$ cat src/rtl/real_moving_avg_pkg.sv
// Shared limits and the elaboration-time alignment helper for the moving-average filter.
package real_moving_avg_pkg;

    localparam int LOG2_N_MIN  = 1;
    localparam int LOG2_N_MAX  = 8;
    localparam int SHIFT_LIMIT = 31;

    // The mean carries exponent exp_in - log2_n; a positive result means shift left into the output grid.
    function automatic int calc_shift(input int exp_in, input int exp_out, input int log2_n);
        return (exp_in - log2_n) - exp_out;
    endfunction

endpackage

$ cat src/rtl/svreal_if.sv
// Fixed-point real-number bundle: a signed mantissa whose scale is 2**EXPONENT.
interface svreal_if #(
    parameter int WIDTH    = 16,
    parameter int EXPONENT = -8
);
    logic signed [WIDTH-1:0] value;

    modport src (output value);
    modport snk (input value);
endinterface

$ cat src/rtl/real_ring_buf.sv
// Power-of-two ring of signed samples; the slot about to be overwritten is exposed combinationally.
module real_ring_buf #(
    parameter int WIDTH      = 16,
    parameter int DEPTH_LOG2 = 2
) (
    input  logic                    clk,
    input  logic                    rst,
    input  logic                    wr_en,
    input  logic signed [WIDTH-1:0] wr_data,
    output logic signed [WIDTH-1:0] oldest
);

    localparam int DEPTH = 1 << DEPTH_LOG2;

    logic signed [WIDTH-1:0] mem [DEPTH];
    logic [DEPTH_LOG2-1:0]   wptr;

    // Read-before-write: the entry leaving the window is visible in the same cycle it is replaced.
    assign oldest = mem[wptr];

    always_ff @(posedge clk) begin
        if (rst) begin
            for (int i = 0; i < DEPTH; i++) begin
                mem[i] <= '0;
            end
            wptr <= '0;
        end else if (wr_en) begin
            mem[wptr] <= wr_data;
            wptr      <= wptr + 1'b1;
        end
    end

endmodule

$ cat src/rtl/real_moving_avg.sv
// Boxcar mean over the last 2**LOG2_N accepted svreal samples, re-aligned to the output exponent.
module real_moving_avg
    import real_moving_avg_pkg::*;
#(
    parameter int LOG2_N = 2
) (
    input  logic            clk,
    input  logic            rst,
    input  logic            in_valid,
    svreal_if.snk           in,
    svreal_if.src           out,
    output logic            out_valid,
    output logic [LOG2_N:0] fill_count
);

    localparam int WIDTH_IN  = in.WIDTH;
    localparam int EXP_IN    = in.EXPONENT;
    localparam int WIDTH_OUT = out.WIDTH;
    localparam int EXP_OUT   = out.EXPONENT;

    localparam int N         = 1 << LOG2_N;
    localparam int AW        = WIDTH_IN + LOG2_N;
    localparam int SHIFT     = calc_shift(EXP_IN, EXP_OUT, LOG2_N);
    localparam int SHIFT_POS = (SHIFT > 0) ? SHIFT : 0;
    localparam int SHIFT_NEG = (SHIFT < 0) ? -SHIFT : 0;
    localparam int EW        = (AW + SHIFT_POS > WIDTH_OUT) ? AW + SHIFT_POS : WIDTH_OUT;

    localparam logic [LOG2_N:0] FULL = (LOG2_N + 1)'(N);

    if (LOG2_N < LOG2_N_MIN || LOG2_N > LOG2_N_MAX) begin : g_bad_log2_n
        $error("real_moving_avg: LOG2_N=%0d outside %0d..%0d", LOG2_N, LOG2_N_MIN, LOG2_N_MAX);
    end

    if (SHIFT > SHIFT_LIMIT || SHIFT < -SHIFT_LIMIT) begin : g_bad_shift
        $error("real_moving_avg: alignment shift %0d exceeds +/-%0d", SHIFT, SHIFT_LIMIT);
    end

    logic signed [WIDTH_IN-1:0]  oldest;
    logic signed [AW-1:0]        acc;
    logic signed [AW-1:0]        acc_next;
    logic [LOG2_N:0]             fill_next;
    logic signed [EW-1:0]        acc_ext;
    logic signed [EW-1:0]        aligned;
    logic signed [WIDTH_OUT-1:0] out_next;
    logic signed [WIDTH_OUT-1:0] out_reg;

    real_ring_buf #(
        .WIDTH      (WIDTH_IN),
        .DEPTH_LOG2 (LOG2_N)
    ) u_ring (
        .clk     (clk),
        .rst     (rst),
        .wr_en   (in_valid),
        .wr_data (in.value),
        .oldest  (oldest)
    );

    // The accumulator has LOG2_N guard bits, so the running sum of N samples cannot overflow.
    assign acc_next  = acc + AW'(in.value) - AW'(oldest);
    assign fill_next = (fill_count == FULL) ? fill_count : fill_count + 1'b1;
    assign acc_ext   = EW'(acc_next);

    if (SHIFT >= 0) begin : g_shift_left
        assign aligned = acc_ext <<< SHIFT_POS;
    end else begin : g_shift_right
        assign aligned = acc_ext >>> SHIFT_NEG;
    end

    // Two's-complement wrap into the output width; sizing the output is left to the integrator.
    assign out_next  = WIDTH_OUT'(aligned);
    assign out.value = out_reg;

    always_ff @(posedge clk) begin
        if (rst) begin
            acc        <= '0;
            fill_count <= '0;
            out_reg    <= '0;
            out_valid  <= 1'b0;
        end else begin
            out_valid <= 1'b0;
            if (in_valid) begin
                acc        <= acc_next;
                fill_count <= fill_next;
                out_reg    <= out_next;
                out_valid  <= (fill_next == FULL);
            end
        end
    end

endmodule

$ cat src/flat_wrapper.sv
// flat-port wrapper written by rule: the top's interface ports become plain ports
module real_moving_avg_flat import real_moving_avg_pkg::*;
#(
    parameter int LOG2_N = 2
)
  (clk, rst, in_valid, out_valid, fill_count, in_value, out_value);
  svreal_if #(.WIDTH(16), .EXPONENT(-8)) in_i ();
  svreal_if #(.WIDTH(18), .EXPONENT(-10)) out_i ();
  input  logic clk;
  input  logic rst;
  input  logic in_valid;
  output logic out_valid;
  output logic [LOG2_N:0] fill_count;
  input wire logic [$bits(in_i.value)-1:0] in_value;
  output wire logic [$bits(out_i.value)-1:0] out_value;
  assign in_i.value = in_value;
  assign out_value = out_i.value;
  real_moving_avg #(.LOG2_N(LOG2_N)) u_core (.clk(clk), .rst(rst), .in_valid(in_valid), .in(in_i), .out(out_i), .out_valid(out_valid), .fill_count(fill_count));
endmodule
$ cat config.mk
export PLATFORM = sky130hd
export DESIGN_NAME = real_moving_avg_flat
export DESIGN_NICKNAME = d
export VERILOG_FILES = /design/src/rtl/real_moving_avg_pkg.sv /design/src/rtl/svreal_if.sv /design/src/rtl/real_ring_buf.sv /design/src/rtl/real_moving_avg.sv /design/src/flat_wrapper.sv
export SDC_FILE = /design/constraint.sdc
export NUM_CORES = 1
export LEC_CHECK = 0
export ABC_AREA = 1
export CORE_AREA = 2 2 116 118
export CTS_BUF_LIST = sky130_fd_sc_hd__clkbuf_4
export DETAILED_ROUTE_END_ITERATION = 12
export DIE_AREA = 0 0 118 120
export PLACE_DENSITY_LB_ADDON = 0.1
export SKIP_LAST_GASP = 1
export SLEW_MARGIN = 15
export SYNTH_ARGS = -nofsm -noshare
export SYNTH_HDL_FRONTEND = slang
export SYNTH_SLANG_ARGS = --single-unit
$ cat constraint.sdc
create_clock -name clk -period 4.45 [get_ports clk]
set_input_delay 0.89 -clock clk [delete_from_list [all_inputs] [get_ports clk]]
set_output_delay 0.89 -clock clk [all_outputs]
set_load 0.03 [all_outputs]
==> results of run 1 <==
## layout by cell type, fill, tap and decap left out, drive strengths merged, types with 2 or more instances in the layout
| master | Yosys | layout |
|---|---|---|
| inv | 103 | 103 |
| nor2 | 101 | 101 |
| nand2 | 96 | 96 |
| edfxtp | 64 | 64 |
| o21ai | 57 | 57 |
| clkdlybuf4s50 | 0 | 40 |
| dfxtp | 26 | 26 |
| a21oi | 24 | 24 |
| ha | 21 | 21 |
| nand3 | 20 | 20 |
| nor3 | 19 | 19 |
| o22ai | 17 | 17 |
| fa | 17 | 17 |
| clkbuf | 8 | 11 |
| buf | 9 | 10 |
| nand3b | 5 | 5 |
| xor2 | 3 | 3 |
| clkinvlp | 0 | 3 |
| and2 | 2 | 2 |
## path summary, 6_finish.rpt
check	to	slack, ps
hold reg to reg	u_core.out.value[15]	480
hold / removal	u_core.out.value[15]	480
setup / recovery	u_core.out.value[12]	1050
setup reg to reg	u_core.out.value[12]	1050
## Yosys cell counts, types with 8 or more instances
master / number / area, sq um
ha_1: 21 / 263
clkbuf_1: 8 / 30.0
a21oi_1: 24 / 120
inv_1: 101 / 379
o21ai_0: 55 / 275
nor3_1: 19 / 95.1
nor2_1: 99 / 372
o22ai_1: 17 / 106
dfxtp_1: 26 / 521
nand3_1: 17 / 85.1
fa_1: 17 / 340
nand2_1: 95 / 357
edfxtp_1: 64 / 1920
## layer usage
metal	wire, um	share of wire
met2	6090	0.47
met5	0	0
met3	565	0.044
met1	6010	0.47
met4	170	0.013
## final cells by class
type,instances,share of cell area
Multi-Input combinational cell,385,0.373
Clock inverter,5,0.00963
Inverter,103,0.0662
Clock buffer,11,0.0141
Timing Repair Buffer,50,0.0814
Tap cell,176,0.0377
Sequential cell,90,0.418
## critical path, stage by stage (launching register included)
cell     delay (ps)
dfxtp_1         320
buf_4           190
inv_1           460
o21ai_0         190
o22ai_1         260
fa_1            520
fa_1            430
inv_1           110
nand2_1          90
o21ai_2         210
nand2_1          90
nand2_2         100
nand2_1          70
nand2_1          60
nand2_1          40
nand3_1          90
nand2_1          70
## metrics by stage
step | cells | util
final | 820 | 0.450
after floorplan | 595 | -
after global routing | 820 | 0.450
after detailed placement | 804 | 0.440
after global placement | 804 | 0.440
after CTS | 820 | 0.450
## flip-flops by register name (all words and copies together), names as in the netlist, named ones only
signal / cells
u_core.u_ring.mem: 64
u_core.u_ring.wptr: 2
u_core.out.value: 18
u_core.fill_count: 3
u_core.out_valid: 1
## where the power goes
| part | switching (mW) | total, mW | internal (mW) |
|---|---|---|---|
| clock | 0.292 | 0.474 | 0.182 |
| combinational | 1.17 | 1.82 | 0.651 |
| sequential | 0.0644 | 1.08 | 1.01 |
| total | 1.53 | 3.38 | 1.85 |
## kinds of logic (layout without fill, tap and decap cells)
| family | count (synthesis) | after routing |
|---|---|---|
| and+or+nand+nor | 243 | 243 |
| buffers and inverters | 120 | 169 |
| AOI/OAI and AO/OA | 101 | 101 |
| DFF | 90 | 90 |
| adders and majority gates | 38 | 38 |
| xor gates and xnor gates | 3 | 3 |
==> Implementation_results.wiki, run 1 <==
{| class="wikitable"
! Metric !! Value
|-
| Final routed DRC violation total || 0
|-
| Top Usage Layer GRT || met2
|-
| Setup repair after global routing missed its margin || no
|-
| Final Max Slew Viols || 0
|-
| Final worst path period share || 0.764
|-
| Iteration-0 DRC Markers || 265
|-
| Synth Flop Type || edfxtp_1
|-
| DP Worst Slack || 964 ps
|-
| Sequential area share after synthesis || 0.479
|-
| Clk Tree Root Cell || clkbuf_4
|-
| Vias in the first global route || 3802
|-
| Achievable clock frequency || 294 MHz
|-
| Post-synthesis simple-gate area fraction || 0.199
|-
| Total negative slack for setup checks || 0 ps
|-
| Period minus WS final || 3400 ps
|-
| Met2 capacity usage during global routing || 0.307
|-
| Number of flops mapped to enable cells by yosys || 64
|-
| Post-Syn Area || 5090 sq um
|-
| Post-CTS setup buffer count || 0
|-
| Area fraction in compound gates after synthesis || 0.106
|-
| Routed wirelength normalized by instance count || 15.6 um
|-
| Final weighted congestion in routability-driven placement || 0.822
|-
| Data arrival time of the critical path || 3770 ps
|-
| Overall die width || 118 um
|-
| Sequential Area || 2440 sq um
|-
| Routed WL || 12.8 mm
|-
| Initial Util || 0.392
|-
| Hold buffers post-CTS || 0
|-
| Required time at the endpoint of the critical path || 4820 ps
|-
| H-tree lvl count || 3
|-
| Number of filler instances in the final layout || 1331
|-
| Clock sink count || 90
|-
| Fraction of synthesized area in multiplexers || 0
|-
| Transition time at the pin with the least slew margin || 902 ps
|-
| Pin count of the biggest net entering global routing || 40
|-
| Total die area || 14200 sq um
|-
| Maximum buffer depth of the clock tree || 2
|-
| Layout-stage area growth over the synthesis result || 14.7%
|-
| Post-route cell area || 5840 sq um
|-
| Hold crit path type || flop to flop
|-
| Antenna-violating nets left || 0
|-
| Worst Reg2Reg Path Length in Cells || 16
|-
| Hold slack final || 479 ps
|-
| Netlist cell types || 29
|-
| Proportion of register bits with asynchronous set or reset after synthesis || 0
|-
| DP Wirelength || 8.92 mm
|-
| Average size of a mapped cell || 8.56 sq um
|-
| Num CTS Buffers || 9
|-
| Vert. Die Dim || 120 um
|-
| Core area || 13000 sq um
|-
| Initial antenna violation count || 0
|-
| Instance area after placement || 5710 sq um
|-
| Clk Latency, worst-skew pair || 460 ps
|-
| Worst Path Class, Setup || flop to flop
|-
| Port Buf Inserts || 40
|-
| TritonCTS clock tree || built
|-
| Slew headroom || 0.394
|-
| Worst Setup Start Kind || flop
|-
| Vias per std cell || 4.88
|-
| Share of post-route cells with drive strength above 1 || 0.0528
|-
| Largest family of logic cells by synthesized area || simple AND/OR/NAND/NOR gates
|-
| Synthesized-area fraction occupied by adder cells || 0.118
|-
| Worst hold path cell count || 2
|-
| Max capacitance violation total || 0
|-
| Run status || finished clean
|-
| Worst vdd ir || 0.000381 V
|-
| Number of standard-cell rows in the floorplan || 42
|-
| Synthesis-stage register bit count || 90
|-
| First drt pass iteration count || 5
|-
| GR Overflow Total || 0
|-
| Syn. warnings || 0
|-
| Cells after synthesis || 595
|-
| Total power divided by cell area || 578 nW/um^2
|-
| Clock-pin slew on the worst setup and hold paths || 140 ps
|-
| Net count after synthesis || 652
|-
| Post-cts sizing count || 0
|-
| Skew final || 14.9 ps
|-
| Post-synthesis share of cell area spent on xor and xnor gates || 0.00516
|-
| Number of setup violations in the final report || 0
|-
| Power consumption || 3.38 mW
|-
| Area occupied by multi-input gates || 2180 sq um
|-
| Met1 track utilization from global routing || 0.253
|-
| Type of destination of the critical path || flop
|-
| Largest fanout of any net on the critical path || 17
|-
| Antenna diodes || 0
|-
| GR Util met3 || 0.0409
|-
| Worst Setup Slack, final || 1050 ps
|-
| First-pass GRT wire length || 20.4 mm
|-
| GRT Overall Usage || 0.189
|-
| Vias post-DR || 4003
|-
| Total count of hold-check failures in the final report || 0
|-
| Leakage || 2.55 nW
|-
| Total I/O pin count || 41
|-
| Start point of the worst hold path || u_core.out.value[15]
|-
| # nets final || 696
|}
Note: power is estimated with default switching activity, not from simulation.
==> run 2: changes to the inputs <==
- clock period: 4.45 -> 3 ns (I/O delays scaled with it)
==> Implementation_results.wiki, run 2 (same netlist as run 1, synthesis figures left out) <==
{| class="wikitable"
! Metric !! Value
|-
| Final routed DRC violation total || 0
|-
| Worst Setup Start Kind || flop
|-
| # nets final || 738
|-
| Skew final || 20.5 ps
|-
| Commonest non-fill, non-tap cell in the layout || inv_1
|-
| Clock sink count || 90
|-
| Final Max Slew Viols || 0
|-
| Routed WL || 13.1 mm
|-
| Total I/O pin count || 41
|-
| Port Buf Inserts || 40
|-
| Total die area || 14200 sq um
|-
| Vias post-DR || 4215
|-
| Max capacitance violation total || 0
|-
| Antenna-violating nets left || 0
|-
| Clk Tree Root Cell || clkbuf_4
|-
| Number of setup violations in the final report || 0
|-
| Largest fanout of any net on the critical path || 14
|-
| Initial Util || 0.392
|-
| H-tree lvl count || 3
|-
| Setup repair after global routing missed its margin || no
|-
| Total count of hold-check failures in the final report || 0
|-
| Fin util || 0.476
|-
| Clk Latency, worst-skew pair || 470 ps
|-
| Pin count of the biggest net entering global routing || 25
|-
| GR Overflow Total || 0
|-
| Share of post-route cells with drive strength above 1 || 0.114
|-
| First-pass GRT wire length || 21.1 mm
|-
| Vias per std cell || 4.89
|-
| Worst Reg2Reg Path Length in Cells || 16
|-
| Maximum buffer depth of the clock tree || 2
|-
| Leakage || 2.78 nW
|-
| Iteration-0 DRC Markers || 189
|-
| Transition time at the pin with the least slew margin || 661 ps
|-
| Vert. Die Dim || 120 um
|-
| Worst vdd ir || 0.000450 V
|-
| Final worst path period share || 0.930
|-
| Start point of the worst hold path || u_core.out.value[13]
|-
| Clock-pin slew on the worst setup and hold paths || 160 ps
|-
| Run status || finished clean
|-
| DP Worst Slack || -10.7 ps
|-
| Vias in the first global route || 4123
|-
| Number of standard-cell rows in the floorplan || 42
|-
| Endpoint of the worst register-to-register path || u_core.out.value[17]
|-
| TritonCTS clock tree || built
|-
| GRT Overall Usage || 0.194
|-
| Final weighted congestion in routability-driven placement || 0.839
|-
| Most flops, register || u_core.u_ring.mem
|-
| Overall die width || 118 um
|-
| Flip-flop count of the largest register, all copies and words added || 64
|-
| Number of filler instances in the final layout || 1334
|-
| Num CTS Buffers || 9
|-
| Hold slack final || 484 ps
|-
| Required time at the endpoint of the critical path || 3390 ps
|-
| Initial antenna violation count || 0
|-
| R2R Setup Slk || 210 ps
|-
| Most frequent cells in the layout || inv_1, nor2_1, nand2_1
|-
| Worst Hold End || u_core.out.value[13]
|-
| Slew headroom || 0.559
|-
| Type of destination of the critical path || flop
|-
| Achievable clock frequency || 358 MHz
|-
| Period minus WS final || 2790 ps
|-
| Layout-stage area growth over the synthesis result || 21.4%
|-
| Worst Setup Slack, final || 209 ps
|-
| Hold crit path type || flop to flop
|-
| Core area || 13000 sq um
|-
| Routed wirelength normalized by instance count || 15.1 um
|-
| Data arrival time of the critical path || 3180 ps
|-
| First drt pass iteration count || 5
|-
| Antenna diodes || 0
|-
| Worst hold path cell count || 2
|-
| Worst Path Class, Setup || flop to flop
|-
| DP Wirelength || 9.54 mm
|-
| Total power divided by cell area || 858 nW/um^2
|}
run 2: critical path, stage by stage (launching register included):
cell and delay [ps]:
dfxtp_1 370, inv_1 60, buf_4 190, o21ai_0 160, o22ai_1 80, buf_4 140
fa_1 480, inv_1 50, ha_1 350, a21oi_1 240, nand2_1 80, nand2_1 90
nand3_2 120, nand2_1 110, nand3_1 70, nand3_1 90, nand2_1 50
run 2: worst max-delay path by stage:
stage,from,endpoint,cells after the start
final,flop,u_core.out.value[17],16
after global routing,flop,u_core.out.value[14],19
after CTS,flop,u_core.out.value[14],15
after detailed placement,in_value[1],u_core.out.value[14],14
after global placement,in_value[5],u_core.out.value[17],14
after floorplan,flop,u_core.out.value[12],16
run 2: what timing repair did:
item	4_1_cts	5_1_grt
gates resized for setup	0	2
hold buffers	0	0
setup buffers	0	0
endpoints found under the setup margin	0	2
run 2: routing by layer:
layer  share of wire  track usage  vias to the layer above
met5               0            0                        -
met2            0.46        0.315                       92
li1                -            -                     2102
met3           0.036       0.0399                       13
met4           0.013       0.0557                        0
met1            0.49        0.263                     2008
run 2: area by class of cell:
class	instances	area, sq um	share of cell area
flip-flops and latches	90	2440	0.395
clock inverters	6	72.6	0.0117
well taps	176	220	0.0356
repair buffers	92	803	0.130
clock buffers	10	75.1	0.0121
multi-input cells	385	2180	0.353
inverters	103	387	0.0625
run 2: power by group:
part	total [mW]	leakage (nW)	internal, mW	switching [mW]
Clock	0.743	0.0833	0.276	0.467
Sequential	1.60	0.881	1.50	0.0985
Combinational	2.96	1.81	1.17	1.79
run 2: through the flow:
stage               area, sq um  instances  setup TNS (ps)  power, mW
finish                     6180        862               0       5.31
global route               6180        862               0       5.77
CTS                        6180        862               0       5.34
detailed placement         6030        846           -20.2       4.58
global placement           6030        846           -62.0       4.56
floorplan                  5090        595               0       3.57
==> run 3: changes to the inputs <==
==> constraint.sdc (replaced) <==
create_clock -name clk -period 3 [get_ports clk]
set_input_delay 0.6 -clock clk [delete_from_list [all_inputs] [get_ports clk]]
set_output_delay 0.6 -clock clk [all_outputs]
set_load 0.005 [all_outputs]
==> results of run 3 <==
The final DEF is identical to that of run 2. Status: finished clean.
Main changes from that run: total power 5.31 mW -> 5.09 mW; worst IR drop on VDD 0.000450 V -> 0.000411 V
